### src/rtl/instr_fetch_unit.sv
// Instruction fetch stage: PC generation, credit-limited imem requests, response FIFO to decode.
// Redirects flush the FIFO and mark every still-outstanding response for discard.
module instr_fetch_unit #(
    parameter int              AW       = 16,
    parameter int              IW       = 32,
    parameter int              DEPTH    = 4,
    parameter logic [AW-1:0]   RESET_PC = '0
) (
    input  logic          clk,
    input  logic          rst_n,
    output logic          imem_req_valid,
    input  logic          imem_req_ready,
    output logic [AW-1:0] imem_addr,
    input  logic          imem_rsp_valid,
    input  logic [IW-1:0] imem_rsp_data,
    input  logic          redirect_valid,
    input  logic [AW-1:0] redirect_pc,
    output logic          dec_valid,
    input  logic          dec_ready,
    output logic [IW-1:0] dec_instr,
    output logic [AW-1:0] dec_pc
);

    localparam int PW = $clog2(DEPTH);
    localparam int CW = PW + 1;
    localparam int FW = $clog2(2 * DEPTH) + 1;

    logic [AW-1:0] pc_r, rsp_pc_r, pc_nxt_s, rsp_pc_nxt_s;
    logic [FW-1:0] inflight_r, drop_r, inflight_nxt_s, drop_nxt_s;
    logic [CW-1:0] count_r, count_nxt_s;
    logic [PW-1:0] head_r, tail_r, head_nxt_s, tail_nxt_s;
    logic [IW-1:0] fifo_instr_r [DEPTH];
    logic [AW-1:0] fifo_pc_r    [DEPTH];
    logic          credit_s, acc_s, rsp_s, drop_hit_s, wr_s, pop_s;

    // Credits cover both buffered entries and outstanding requests, so the FIFO cannot overflow.
    assign credit_s       = (FW'(count_r) + inflight_r) < FW'(DEPTH);
    assign imem_req_valid = rst_n && !redirect_valid && credit_s;
    assign imem_addr      = pc_r;
    assign dec_valid      = (count_r != {CW{1'b0}});

    assign acc_s      = imem_req_valid && imem_req_ready;
    assign rsp_s      = imem_rsp_valid && (inflight_r != {FW{1'b0}});
    assign drop_hit_s = rsp_s && (drop_r != {FW{1'b0}});
    assign wr_s       = rsp_s && !drop_hit_s && !redirect_valid;
    assign pop_s      = dec_valid && dec_ready && !redirect_valid;

    // Head entry presented to decode, zeroed when empty.
    always_comb begin
        dec_instr = {IW{1'b0}};
        dec_pc    = {AW{1'b0}};
        if (dec_valid) begin
            dec_instr = fifo_instr_r[head_r];
            dec_pc    = fifo_pc_r[head_r];
        end else begin
            dec_instr = {IW{1'b0}};
            dec_pc    = {AW{1'b0}};
        end
    end

    // Next-state for PCs, counters and pointers; redirect overrides everything.
    always_comb begin
        pc_nxt_s       = pc_r;
        rsp_pc_nxt_s   = rsp_pc_r;
        inflight_nxt_s = inflight_r + FW'(acc_s) - FW'(rsp_s);
        drop_nxt_s     = drop_r;
        count_nxt_s    = count_r;
        head_nxt_s     = head_r;
        tail_nxt_s     = tail_r;
        if (redirect_valid) begin
            pc_nxt_s     = redirect_pc;
            rsp_pc_nxt_s = redirect_pc;
            drop_nxt_s   = (inflight_r - FW'(rsp_s)) + (drop_r - FW'(drop_hit_s));
            count_nxt_s  = {CW{1'b0}};
            head_nxt_s   = {PW{1'b0}};
            tail_nxt_s   = {PW{1'b0}};
        end else begin
            drop_nxt_s  = drop_r - FW'(drop_hit_s);
            count_nxt_s = count_r + CW'(wr_s) - CW'(pop_s);
            if (acc_s) begin
                pc_nxt_s = pc_r + AW'(1);
            end else begin
                pc_nxt_s = pc_r;
            end
            if (wr_s) begin
                tail_nxt_s   = tail_r + PW'(1);
                rsp_pc_nxt_s = rsp_pc_r + AW'(1);
            end else begin
                tail_nxt_s   = tail_r;
                rsp_pc_nxt_s = rsp_pc_r;
            end
            if (pop_s) begin
                head_nxt_s = head_r + PW'(1);
            end else begin
                head_nxt_s = head_r;
            end
        end
    end

    // Control state registers.
    always_ff @(posedge clk or negedge rst_n) begin
        if (!rst_n) begin
            pc_r       <= RESET_PC;
            rsp_pc_r   <= RESET_PC;
            inflight_r <= {FW{1'b0}};
            drop_r     <= {FW{1'b0}};
            count_r    <= {CW{1'b0}};
            head_r     <= {PW{1'b0}};
            tail_r     <= {PW{1'b0}};
        end else begin
            pc_r       <= pc_nxt_s;
            rsp_pc_r   <= rsp_pc_nxt_s;
            inflight_r <= inflight_nxt_s;
            drop_r     <= drop_nxt_s;
            count_r    <= count_nxt_s;
            head_r     <= head_nxt_s;
            tail_r     <= tail_nxt_s;
        end
    end

    // FIFO storage; entries are qualified by count, cleared on reset for determinism.
    always_ff @(posedge clk or negedge rst_n) begin
        if (!rst_n) begin
            for (int i = 0; i < DEPTH; i++) begin
                fifo_instr_r[i] <= {IW{1'b0}};
                fifo_pc_r[i]    <= {AW{1'b0}};
            end
        end else if (wr_s) begin
            fifo_instr_r[tail_r] <= imem_rsp_data;
            fifo_pc_r[tail_r]    <= rsp_pc_r;
        end else begin
            fifo_instr_r[tail_r] <= fifo_instr_r[tail_r];
            fifo_pc_r[tail_r]    <= fifo_pc_r[tail_r];
        end
    end

endmodule

### config.mk
export PLATFORM = sky130hd
export DESIGN_NAME = instr_fetch_unit
export DESIGN_NICKNAME = d
export VERILOG_FILES = /design/src/rtl/instr_fetch_unit.sv
export SDC_FILE = /design/constraint.sdc
export NUM_CORES = 1
export LEC_CHECK = 0
export CAP_MARGIN = 30
export CORE_ASPECT_RATIO = 0.9
export CORE_UTILIZATION = 25
export CTS_BUF_LIST = sky130_fd_sc_hd__clkbuf_16
export DETAILED_ROUTE_END_ITERATION = 16
export DONT_BUFFER_PORTS = 1
export HOLD_SLACK_MARGIN = 0.15
export PLACE_DENSITY = 0.49
export SYNTH_ARGS = -nofsm -noshare
export SYNTH_HDL_FRONTEND = slang
export SYNTH_SLANG_ARGS = --single-unit
export TNS_END_PERCENT = 50
### constraint.sdc
create_clock -name clk -period 4.2 [get_ports clk]
set_clock_uncertainty 0.05 [all_clocks]
set_input_delay 1.05 -clock clk [delete_from_list [all_inputs] [get_ports clk]]
set_output_delay 1.05 -clock clk [all_outputs]
set_load 0.01 [all_outputs]
==> run summary, run 1 <==
================================================================================
Leakage power figure                                                     5.15 nW
Boundary Pins                                                                120
Combinational group share of total power                                   0.342
Final instance area                                                   14200 um^2
FILL cells                                                                  5101
Post-Route Setup TNS                                                        0 ps
Fraction of final layout cells with drive strength greater than 1          0.141
Cell count after placement                                                  1759
Initial core utilization                                                   0.256
Number of enable-type register cells in the synthesized netlist                0
Final non-filler cell total                                                 1809
Cts hold-fix bufs                                                              2
Post-route minimum period                                                3580 ps
Cell count after synthesis                                                  1160
CTS clock-pin slew for the worst setup and hold paths                      60 ps
Type of the tightest min-delay check                                    in2async
Via count                                                                   8673
First DRT Iteration DRCs                                                     637
ANT nets after route                                                           0
Grt peak-use layer                                                          met2
Total DRC errors in the routed layout                                          0
Routed wire length                                                      33200 um
Kind of start point of the critical path                                    flop
Worst Hold Margin                                                         192 ps
Final Util                                                                 0.286
Remaining global-route overflow                                                0
Maximum number of pins on one net before global-route repair                 229
Slew @ Worst Pin                                                          945 ps
Biggest cell delay along the critical path                                840 ps
Total standard cell area after synthesis                              12700 um^2
Maximum resistive drop on vdd                                           0.269 mV
Area growth from synthesis to layout                                       11.7%
RSZ-0062 raised after global routing                                       false
H-tree Lvls                                                                    1
Root Driver                                                            clkbuf_16
Run status                                                          complete, no violations
Storage element area                                                   5990 um^2
Areal power density over the cells                                   564 nW/um^2
CP cell instances                                                   buf_4, mux4_2, and2_1
Commonest cells after routing, fill and taps aside                  dfrtp_1 (235), a21oi_1 (204), nor2_1 (204), mux4_2 (96), and2_1 (50)
Multi-input gate area in the final layout                              6280 um^2
Cell type with the largest total area after synthesis                    dfrtp_1
Count of buffers inserted at the top-level ports                               0
Post-detailed-placement half-perimeter wirelength                       20700 um
Sw power                                                               0.00284 W
Net Sw Frac                                                                0.355
Sinks on the clock net                                                       239
Leading register cell type out of synthesis                              dfrtp_1
Clock tree from TritonCTS                                                   done
Number of pins with negative max-slew slack in the final report                0
Proportion of netlist area held by the largest area contributor            0.471
Share of total power in sequential cells                                   0.396
Share of total power in the clock network                                  0.262
Total CTS buffers                                                             27
Maximum count of clock buffers along a single path                             3
Number of diodes                                                               0
Critical Path Slowest Stage Cell                                         dfrtp_4
Setup Fix Bufs, Post-CTS                                                       0
Wirelength per Cell                                                      18.3 um
PostCTS Resize Cnt                                                             0
Most common cell after layout, fill and taps aside                       dfrtp_1
Placement Rows                                                                77
Upper clock frequency limit                                              279 MHz
Type of the setup path with the least slack                              reg2out
Crit path capture type                                               output port
CP max FO                                                                     27
Number of global-route vias before repair                                   8854
Number of maximum-capacitance constraint violations                            0
Clock latency at the later pin of the worst-skew pair                     530 ps
DR pass1 iterations                                                            5
Seq cells post-synth                                                         239
Met3 usage                                                                0.0283
Number of nets in the finished design                                       1199
Relative slew slack                                                        0.370
Part of the Yosys area used for sequential elements                        0.471
Met1 capacity usage during global routing                                  0.191
Critical Path AT                                                         2480 ps
Async SR Flop Fraction                                                      1.00
Internal power summed over all cells                                   0.00517 W
Antenna violations before repair                                               0
GR Util met2                                                               0.201
Net count of the mapped netlist                                             1240
Number of vias per cell after detailed routing                              4.79
Average footprint of a synthesized cell                                11.0 um^2
Total count of hold-check failures in the final report                         0
Chip height                                                               216 um
Unique masters post-synth                                                     45
Final setup violating endpoints                                                0
Cell count of the worst reg-to-reg path                                       15
Final worst-path cycle share                                               0.852
GRT Resource Usage Total                                                   0.131
Placed instance area                                                  13400 um^2
Die extent in x                                                           240 um
First-pass GRT wire length                                              52900 um
Final estimated routing congestion in global placement                     0.743
Leading post-synthesis cells by cell area                           dfrtp_1 (47%), mux4_2 (17%), a21oi_1 (8.0%), nor2_1 (6.0%), mux2i_1 (3.6%)
Core ar.                                                              49600 um^2
Worst endpoint required time                                             3100 ps
Area of the die                                                       51700 um^2
Synth warn                                                                     0
================================================================================
-- path summary, 6_finish.rpt --
check	end	slack, ps	startpoint
worst max-delay path	dec_instr[30]	620	head_r[0]$_DFFE_PN0P_
worst min-delay path	fifo_pc_r[28]$_DFFE_PN0P_	190	rst_n
worst max register to register	drop_r[3]$_DFF_PN0_	940	inflight_r[2]$_DFF_PN0_
worst min register to register	fifo_pc_r[29]$_DFFE_PN0P_	490	fifo_pc_r[29]$_DFFE_PN0P_
max in group asynchronous	fifo_instr_r[34]$_DFFE_PN0P_	2790	rst_n
min in group clk	fifo_pc_r[29]$_DFFE_PN0P_	490	fifo_pc_r[29]$_DFFE_PN0P_
-- power groups by stage --
stage / logic [W] / clock network (W) / registers (W)
floorplan: 0.00227 / 0 / 0.00302
global placement: 0.00272 / 0 / 0.00320
detailed placement: 0.00279 / 0 / 0.00321
CTS: 0.00280 / 0.00219 / 0.00317
global route: 0.00307 / 0.00228 / 0.00325
finish: 0.00274 / 0.00210 / 0.00317
-- cells by family (layout without fill, tap and decap cells) --
group / count (synthesis) / count (layout) / synth area share
buffers and inverters: 116 / 94 / 0.0387
xor gates and xnor gates: 32 / 32 / 0.0221
DFF: 239 / 239 / 0.471
muxes: 148 / 148 / 0.212
and+or+nand+nor: 353 / 353 / 0.126
adders and majority gates: 26 / 26 / 0.0274
AOI/OAI and AO/OA: 246 / 246 / 0.103
-- final cells by class --
type,count,area share
Sequential cell,239,0.422
Clock buffer,27,0.0476
Inverter,27,0.00714
Multi-Input combinational cell,805,0.443
Tap cell,671,0.0592
Clock inverter,21,0.00582
Timing Repair Buffer,19,0.0153
-- metal layers --
metal,vias up,part of all wire
met5,-,0
met4,0,0.016
met3,38,0.056
met2,202,0.45
met1,4370,0.48
li1,4063,-
-- registers in the layout (all words and copies together), names as in the netlist --
signal,count
head_r,2
fifo_instr_r,128
fifo_pc_r,64
tail_r,2
drop_r,4
count_r,3
rsp_pc_r,16
imem_addr,16
inflight_r,4
-- per-stage QoR --
stage	total power [W]	setup slack, ps
3_3_place_gp	0.00592	966
4_1_cts	0.00816	514
2_1_floorplan	0.00529	1090
5_1_grt	0.00860	450
6_report	0.00801	621
3_5_place_dp	0.00600	961
-- synthesized netlist by cell type, types with 12 or more instances --
cell	number
a21oi_1	204
and2_1	50
clkbuf_1	69
dfrtp_1	239
ha_1	23
inv_1	26
mux2i_1	46
mux4_2	96
nand2_1	32
nand3_1	23
nor2_1	204
nor3_1	14
o21ai_0	18
xnor2_1	20
xor2_1	12
-- worst max-delay path: cells and delay by family, from the launching register on --
family | cells | cell delay (ps)
DFF | 1 | 840
muxes | 1 | 540
and+or+nand+nor | 1 | 210
buffers and inverters | 1 | 340
No activity file was read; power rests on OpenSTA's default activity.
==> run 2, diff against run 1 <==
Settings changed: PLACE_DENSITY 0.49 to default, PLACE_DENSITY_LB_ADDON from default to 0.15.
==> run 2 against run 1 <==
Non-clock buffer count rose by 4. Hold slack improved by 120 ps. Worst setup slack improved by 46 ps. Maximum frequency rose by 1.3%. Sequential power barely moved. Critical endpoint is now dec_pc[2]. Clock-buffer cell count rose by 2. Combinational power rose by 1%. First-iteration DRC count fell by 30%.
==> run summary, run 2 (synthesis results as in run 1) <==
========================================================================================
Run status                                                                  complete, no violations
Upper clock frequency limit                                                      283 MHz
Number of pins with negative max-slew slack in the final report                        0
Critical Path Slowest Stage Cell                                                   or3_2
Areal power density over the cells                                           583 nW/um^2
Number of flip-flops under the largest register name                                 128
Category of cells accounting for the largest share of critical-path delay   simple AND/OR/NAND/NOR gates
Final setup violating endpoints                                                        0
Worst endpoint required time                                                     3100 ps
Fraction of final layout cells with drive strength greater than 1                  0.151
Die extent in x                                                                   240 um
CP cell instances                                                           or3_2, buf_4, and2_1
Commonest cells after routing, fill and taps aside                          dfrtp_1 (235), a21oi_1 (204), nor2_1 (204), mux4_2 (96), and2_1 (50)
Post-Route Setup TNS                                                                0 ps
Slew @ Worst Pin                                                                  940 ps
Post-route minimum period                                                        3530 ps
Initial core utilization                                                           0.256
Leakage power figure                                                             5.26 nW
Area growth from synthesis to layout                                               13.6%
Number of diodes                                                                       0
Type of the tightest min-delay check                                            in2async
Placement Rows                                                                        77
Maximum count of clock buffers along a single path                                     3
Maximum number of pins on one net before global-route repair                         243
Most common cell after layout, fill and taps aside                               dfrtp_1
Sw power                                                                       0.00294 W
Total DRC errors in the routed layout                                                  0
Final worst-path cycle share                                                       0.841
Final estimated routing congestion in global placement                             0.713
Number of vias per cell after detailed routing                                      4.71
H-tree Lvls                                                                            1
Wirelength per Cell                                                              19.7 um
Net Sw Frac                                                                        0.350
Type of the setup path with the least slack                                      reg2out
CTS clock-pin slew for the worst setup and hold paths                              60 ps
First DRT Iteration DRCs                                                             449
CP max FO                                                                             31
Biggest cell delay along the critical path                                        830 ps
Via count                                                                           8544
Kind of start point of the critical path                                            flop
Placed instance area                                                          13400 um^2
RSZ-0062 raised after global routing                                               false
Relative slew slack                                                                0.373
Boundary Pins                                                                        120
Critical Path AT                                                                 2430 ps
Routed wire length                                                              35700 um
Count of buffers inserted at the top-level ports                                       0
GRT Resource Usage Total                                                           0.137
Final instance area                                                           14400 um^2
Combinational group share of total power                                           0.331
Share of total power in sequential cells                                           0.373
DR pass1 iterations                                                                    5
Antenna violations before repair                                                       1
First-pass GRT wire length                                                      54400 um
Worst Hold Margin                                                                 315 ps
Root Driver                                                                    clkbuf_16
Setup Fix Bufs, Post-CTS                                                               0
ANT nets after route                                                                   0
Chip height                                                                       216 um
Post-detailed-placement half-perimeter wirelength                               21300 um
Total count of hold-check failures in the final report                                 0
Number of global-route vias before repair                                           8690
Number of nets in the finished design                                               1204
Area of the die                                                               51700 um^2
Total CTS buffers                                                                     28
Remaining global-route overflow                                                        0
Register with the most flip-flops                                           fifo_instr_r
Share of total power in the clock network                                          0.296
Number of maximum-capacitance constraint violations                                    0
PostCTS Resize Cnt                                                                     0
Regs by FF count                                                            fifo_instr_r (128), fifo_pc_r (64)
Crit path capture type                                                       output port
Critical path buffers and inverters                                                    1
Core ar.                                                                      49600 um^2
Clock tree from TritonCTS                                                           done
Internal power summed over all cells                                           0.00547 W
Final Util                                                                         0.291
Maximum resistive drop on vdd                                                   0.292 mV
Clock latency at the later pin of the worst-skew pair                             550 ps
Sinks on the clock net                                                               239
========================================================================================
-- run 2: cell types whose count changed in the layout (fill, tap and decap cells not counted), moves of 2 or more --
| cell | before | now |
|---|---|---|
| clkbuf_16 | 27 | 29 |
| dlygate4sd3_1 | 2 | 0 |
| buf_16 | 1 | 5 |
| inv_1 | 34 | 29 |
| buf_4 | 12 | 15 |
| bufinv_16 | 0 | 4 |
-- run 2: through the flow --
| step | instances | total power, W | setup slack [ps] |
|---|---|---|---|
| after global placement | 1759 | 0.00597 | 970 |
| after detailed placement | 1760 | 0.00598 | 952 |
| after floorplan | 1160 | 0.00529 | 1090 |
| final | 1814 | 0.00841 | 668 |
| after global routing | 1814 | 0.00903 | 478 |
| after CTS | 1809 | 0.00853 | 538 |
-- run 2: cell type report --
type,instances,area [um^2]
Clock buffer,29,726
Multi-Input combinational cell,805,6280
Sequential cell,239,5990
Fill cell,5129,35200
Clock inverter,20,184
Timing Repair Buffer,23,310
Inverter,27,101
Tap cell,671,840
-- run 2: final timing paths --
check,startpoint,slack (ps),end,cells after the start
min in group clk,fifo_pc_r[16]$_DFFE_PN0P_,490,fifo_pc_r[16]$_DFFE_PN0P_,2
min,rst_n,310,rsp_pc_r[15]$_DFFE_PN0P_,1
min reg2reg,fifo_pc_r[16]$_DFFE_PN0P_,490,fifo_pc_r[16]$_DFFE_PN0P_,2
max in group asynchronous,rst_n,3200,fifo_instr_r[5]$_DFFE_PN0P_,1
max reg2reg,inflight_r[2]$_DFF_PN0_,930,drop_r[3]$_DFF_PN0_,15
max,count_r[1]$_DFF_PN0_,670,dec_pc[2],3
-- run 2: power by group through the flow --
stage	logic [W]	clock network (W)	registers [W]
floorplan	0.00227	0	0.00302
global placement	0.00278	0	0.00319
detailed placement	0.00279	0	0.00319
CTS	0.00279	0.00258	0.00315
global route	0.00313	0.00268	0.00322
finish	0.00278	0.00249	0.00314
-- run 2: per-layer routing --
layer	vias up	GRT usage	share of wire
met3	42	0.0292	0.049
met4	2	0.0288	0.019
met2	171	0.208	0.44
li1	4078	-	-
met5	-	0	0.00036
met1	4251	0.199	0.49
==> run 3, diff against run 2 <==
Clock period 4.2 ns to 3.5 ns, I/O delays scaled along.
==> run 3 against run 2 <==
The run now ends with negative hold slack left. Final cell count up 0.28%. Worst setup slack worse by 430 ps. Core utilization down 0.15 points. Register-to-register slack worse by 690 ps. Combinational power up 21%. Wire length up 0.35%. Via count up 0.77%. Power up 18%. Sequential share of layout area up 0.22 points. Final area down 0.53%. Non-clock buffer count up 2. Critical endpoint is now drop_r[3]$_DFF_PN0_. Largest cell class unchanged.
==> run summary, run 3 (synthesis results as in run 1) <==
========================================================================================
CP max FO                                                                              4
Total CTS buffers                                                                     29
Critical Path Slowest Stage Cell                                                  or3b_1
Number of pins with negative max-slew slack in the final report                        0
RSZ-0062 raised after global routing                                               false
Boundary Pins                                                                        120
Category of cells accounting for the largest share of critical-path delay   simple AND/OR/NAND/NOR gates
DR pass1 iterations                                                                    4
ANT nets after route                                                                   0
Critical Path AT                                                                 3650 ps
Maximum resistive drop on vdd                                                   0.370 mV
Core ar.                                                                      49600 um^2
Area of the die                                                               51700 um^2
Worst endpoint required time                                                     3890 ps
Slew @ Worst Pin                                                                  978 ps
Register with the most flip-flops                                           fifo_instr_r
Sinks on the clock net                                                               239
Antenna violations before repair                                                       0
First DRT Iteration DRCs                                                             480
Clock tree from TritonCTS                                                           done
CP cell instances                                                           inv_1, ha_1, or3b_1, and2_1, nor2b_1, ha_1, xnor2_1, ha_1, inv_1, ha_1, a21o_1, a21oi_1, xnor2_1, nand2_1, xnor2_1
Number of nets in the finished design                                               1207
Post-Route Setup TNS                                                                0 ps
Initial core utilization                                                           0.256
Commonest cells after routing, fill and taps aside                          dfrtp_1 (235), a21oi_1 (204), nor2_1 (204), mux4_2 (96), and2_1 (50)
CTS clock-pin slew for the worst setup and hold paths                              60 ps
Via count                                                                           8610
Type of the tightest min-delay check                                            in2async
Maximum count of clock buffers along a single path                                     3
Post-detailed-placement half-perimeter wirelength                               21700 um
Run status                                                                  finished, violations left
Count of buffers inserted at the top-level ports                                       0
Chip height                                                                       216 um
Number of maximum-capacitance constraint violations                                    0
Root Driver                                                                    clkbuf_16
Remaining global-route overflow                                                        0
Routed wire length                                                              35800 um
Final Util                                                                         0.289
PostCTS Resize Cnt                                                                     0
GRT Resource Usage Total                                                           0.139
Maximum number of pins on one net before global-route repair                         243
First-pass GRT wire length                                                      55300 um
Area growth from synthesis to layout                                               13.0%
Final estimated routing congestion in global placement                             0.713
Clock latency at the later pin of the worst-skew pair                             560 ps
Final non-filler cell total                                                         1819
Cell occurring most often along the worst timing path                               ha_1
Areal power density over the cells                                           692 nW/um^2
Placement Rows                                                                        77
Violations in the final reports                                             negative hold slack
Die extent in x                                                                   240 um
Fraction of final layout cells with drive strength greater than 1                  0.155
Number of vias per cell after detailed routing                                      4.73
H-tree Lvls                                                                            1
Total DRC errors in the routed layout                                                  0
Biggest cell delay along the critical path                                        400 ps
Regs by FF count                                                            fifo_instr_r (128), fifo_pc_r (64)
Number of global-route vias before repair                                           8868
Relative slew slack                                                                0.348
Type of the setup path with the least slack                                      reg2reg
Kind of start point of the critical path                                            flop
Worst Hold Margin                                                               -28.5 ps
Total count of hold-check failures in the final report                                13
Cell count after placement                                                          1766
Most common cell after layout, fill and taps aside                               dfrtp_1
Number of diodes                                                                       0
Final worst-path cycle share                                                       0.932
Critical path buffers and inverters                                                    2
Wirelength per Cell                                                              19.7 um
Post-route minimum period                                                        3260 ps
Upper clock frequency limit                                                      306 MHz
Final setup violating endpoints                                                        0
Crit path capture type                                                              flop
Leakage power figure                                                             5.25 nW
Number of flip-flops under the largest register name                                 128
========================================================================================
run 3: path summary, 6_finish.rpt:
kind | start | endpoint | slack [ps] | depth (start not counted)
min in group clk | redirect_valid | head_r[0]$_DFFE_PN0P_ | 350 | 1
max reg2reg | inflight_r[2]$_DFF_PN0_ | drop_r[3]$_DFF_PN0_ | 240 | 15
max in group asynchronous | rst_n | fifo_instr_r[17]$_DFFE_PN0P_ | 2620 | 0
min | rst_n | fifo_instr_r[118]$_DFFE_PN0P_ | -30 | 0
min reg2reg | fifo_pc_r[30]$_DFFE_PN0P_ | fifo_pc_r[30]$_DFFE_PN0P_ | 490 | 2
max | inflight_r[2]$_DFF_PN0_ | drop_r[3]$_DFF_PN0_ | 240 | 15
run 3: worst reg2reg max path, delay by kind of cell (launching register included):
| family | cells | cell delay (ps) |
|---|---|---|
| xor+xnor | 3 | 470 |
| simple gates | 4 | 870 |
| compound gates | 2 | 350 |
| buf+inv | 2 | 170 |
| fa+ha+maj | 4 | 860 |
| flops | 1 | 380 |
run 3: through the flow:
stage	setup WS [ps]	cell area [um^2]	power, W	hold slack, ps
final	237	14400	0.00993	-28.5
after floorplan	464	12700	0.00635	450
after CTS	9.60	14300	0.0101	-67.0
after detailed placement	256	13500	0.00725	479
after global routing	14.2	14400	0.0106	-70.7
after global placement	266	13500	0.00722	471
run 3: timing repair:
action / in CTS / in global routing
setup buffers: 0 / 1
setup endpoints to repair: 0 / 7
endpoints found under the hold margin: 239 / 239
run 3: area by class of cell:
type                    instances  area [um^2]
flip-flops and latches        239         5990
fillers                      5095        35300
clock inverters                23          130
repair buffers                 25          288
multi-input cells             805         6280
well taps                     671          840
clock buffers                  29          726
inverters                      27          101
run 3: metal layers:
| layer | vias to the layer above | wire length (um) | track usage | part of all wire |
|---|---|---|---|---|
| met1 | 4316 | 17200 | 0.201 | 0.48 |
| met2 | 162 | 16200 | 0.216 | 0.45 |
| met4 | 0 | 634 | 0.0267 | 0.018 |
| met5 | - | 0 | 0 | 0 |
| li1 | 4092 | - | - | - |
| met3 | 40 | 1760 | 0.0262 | 0.049 |
run 3: power by group:
group          switching (W)  internal, W  total, W
combinational        0.00181      0.00155   0.00337
clock                0.00121      0.00156   0.00277
sequential          0.000517      0.00328   0.00379
total                0.00354      0.00639   0.00993
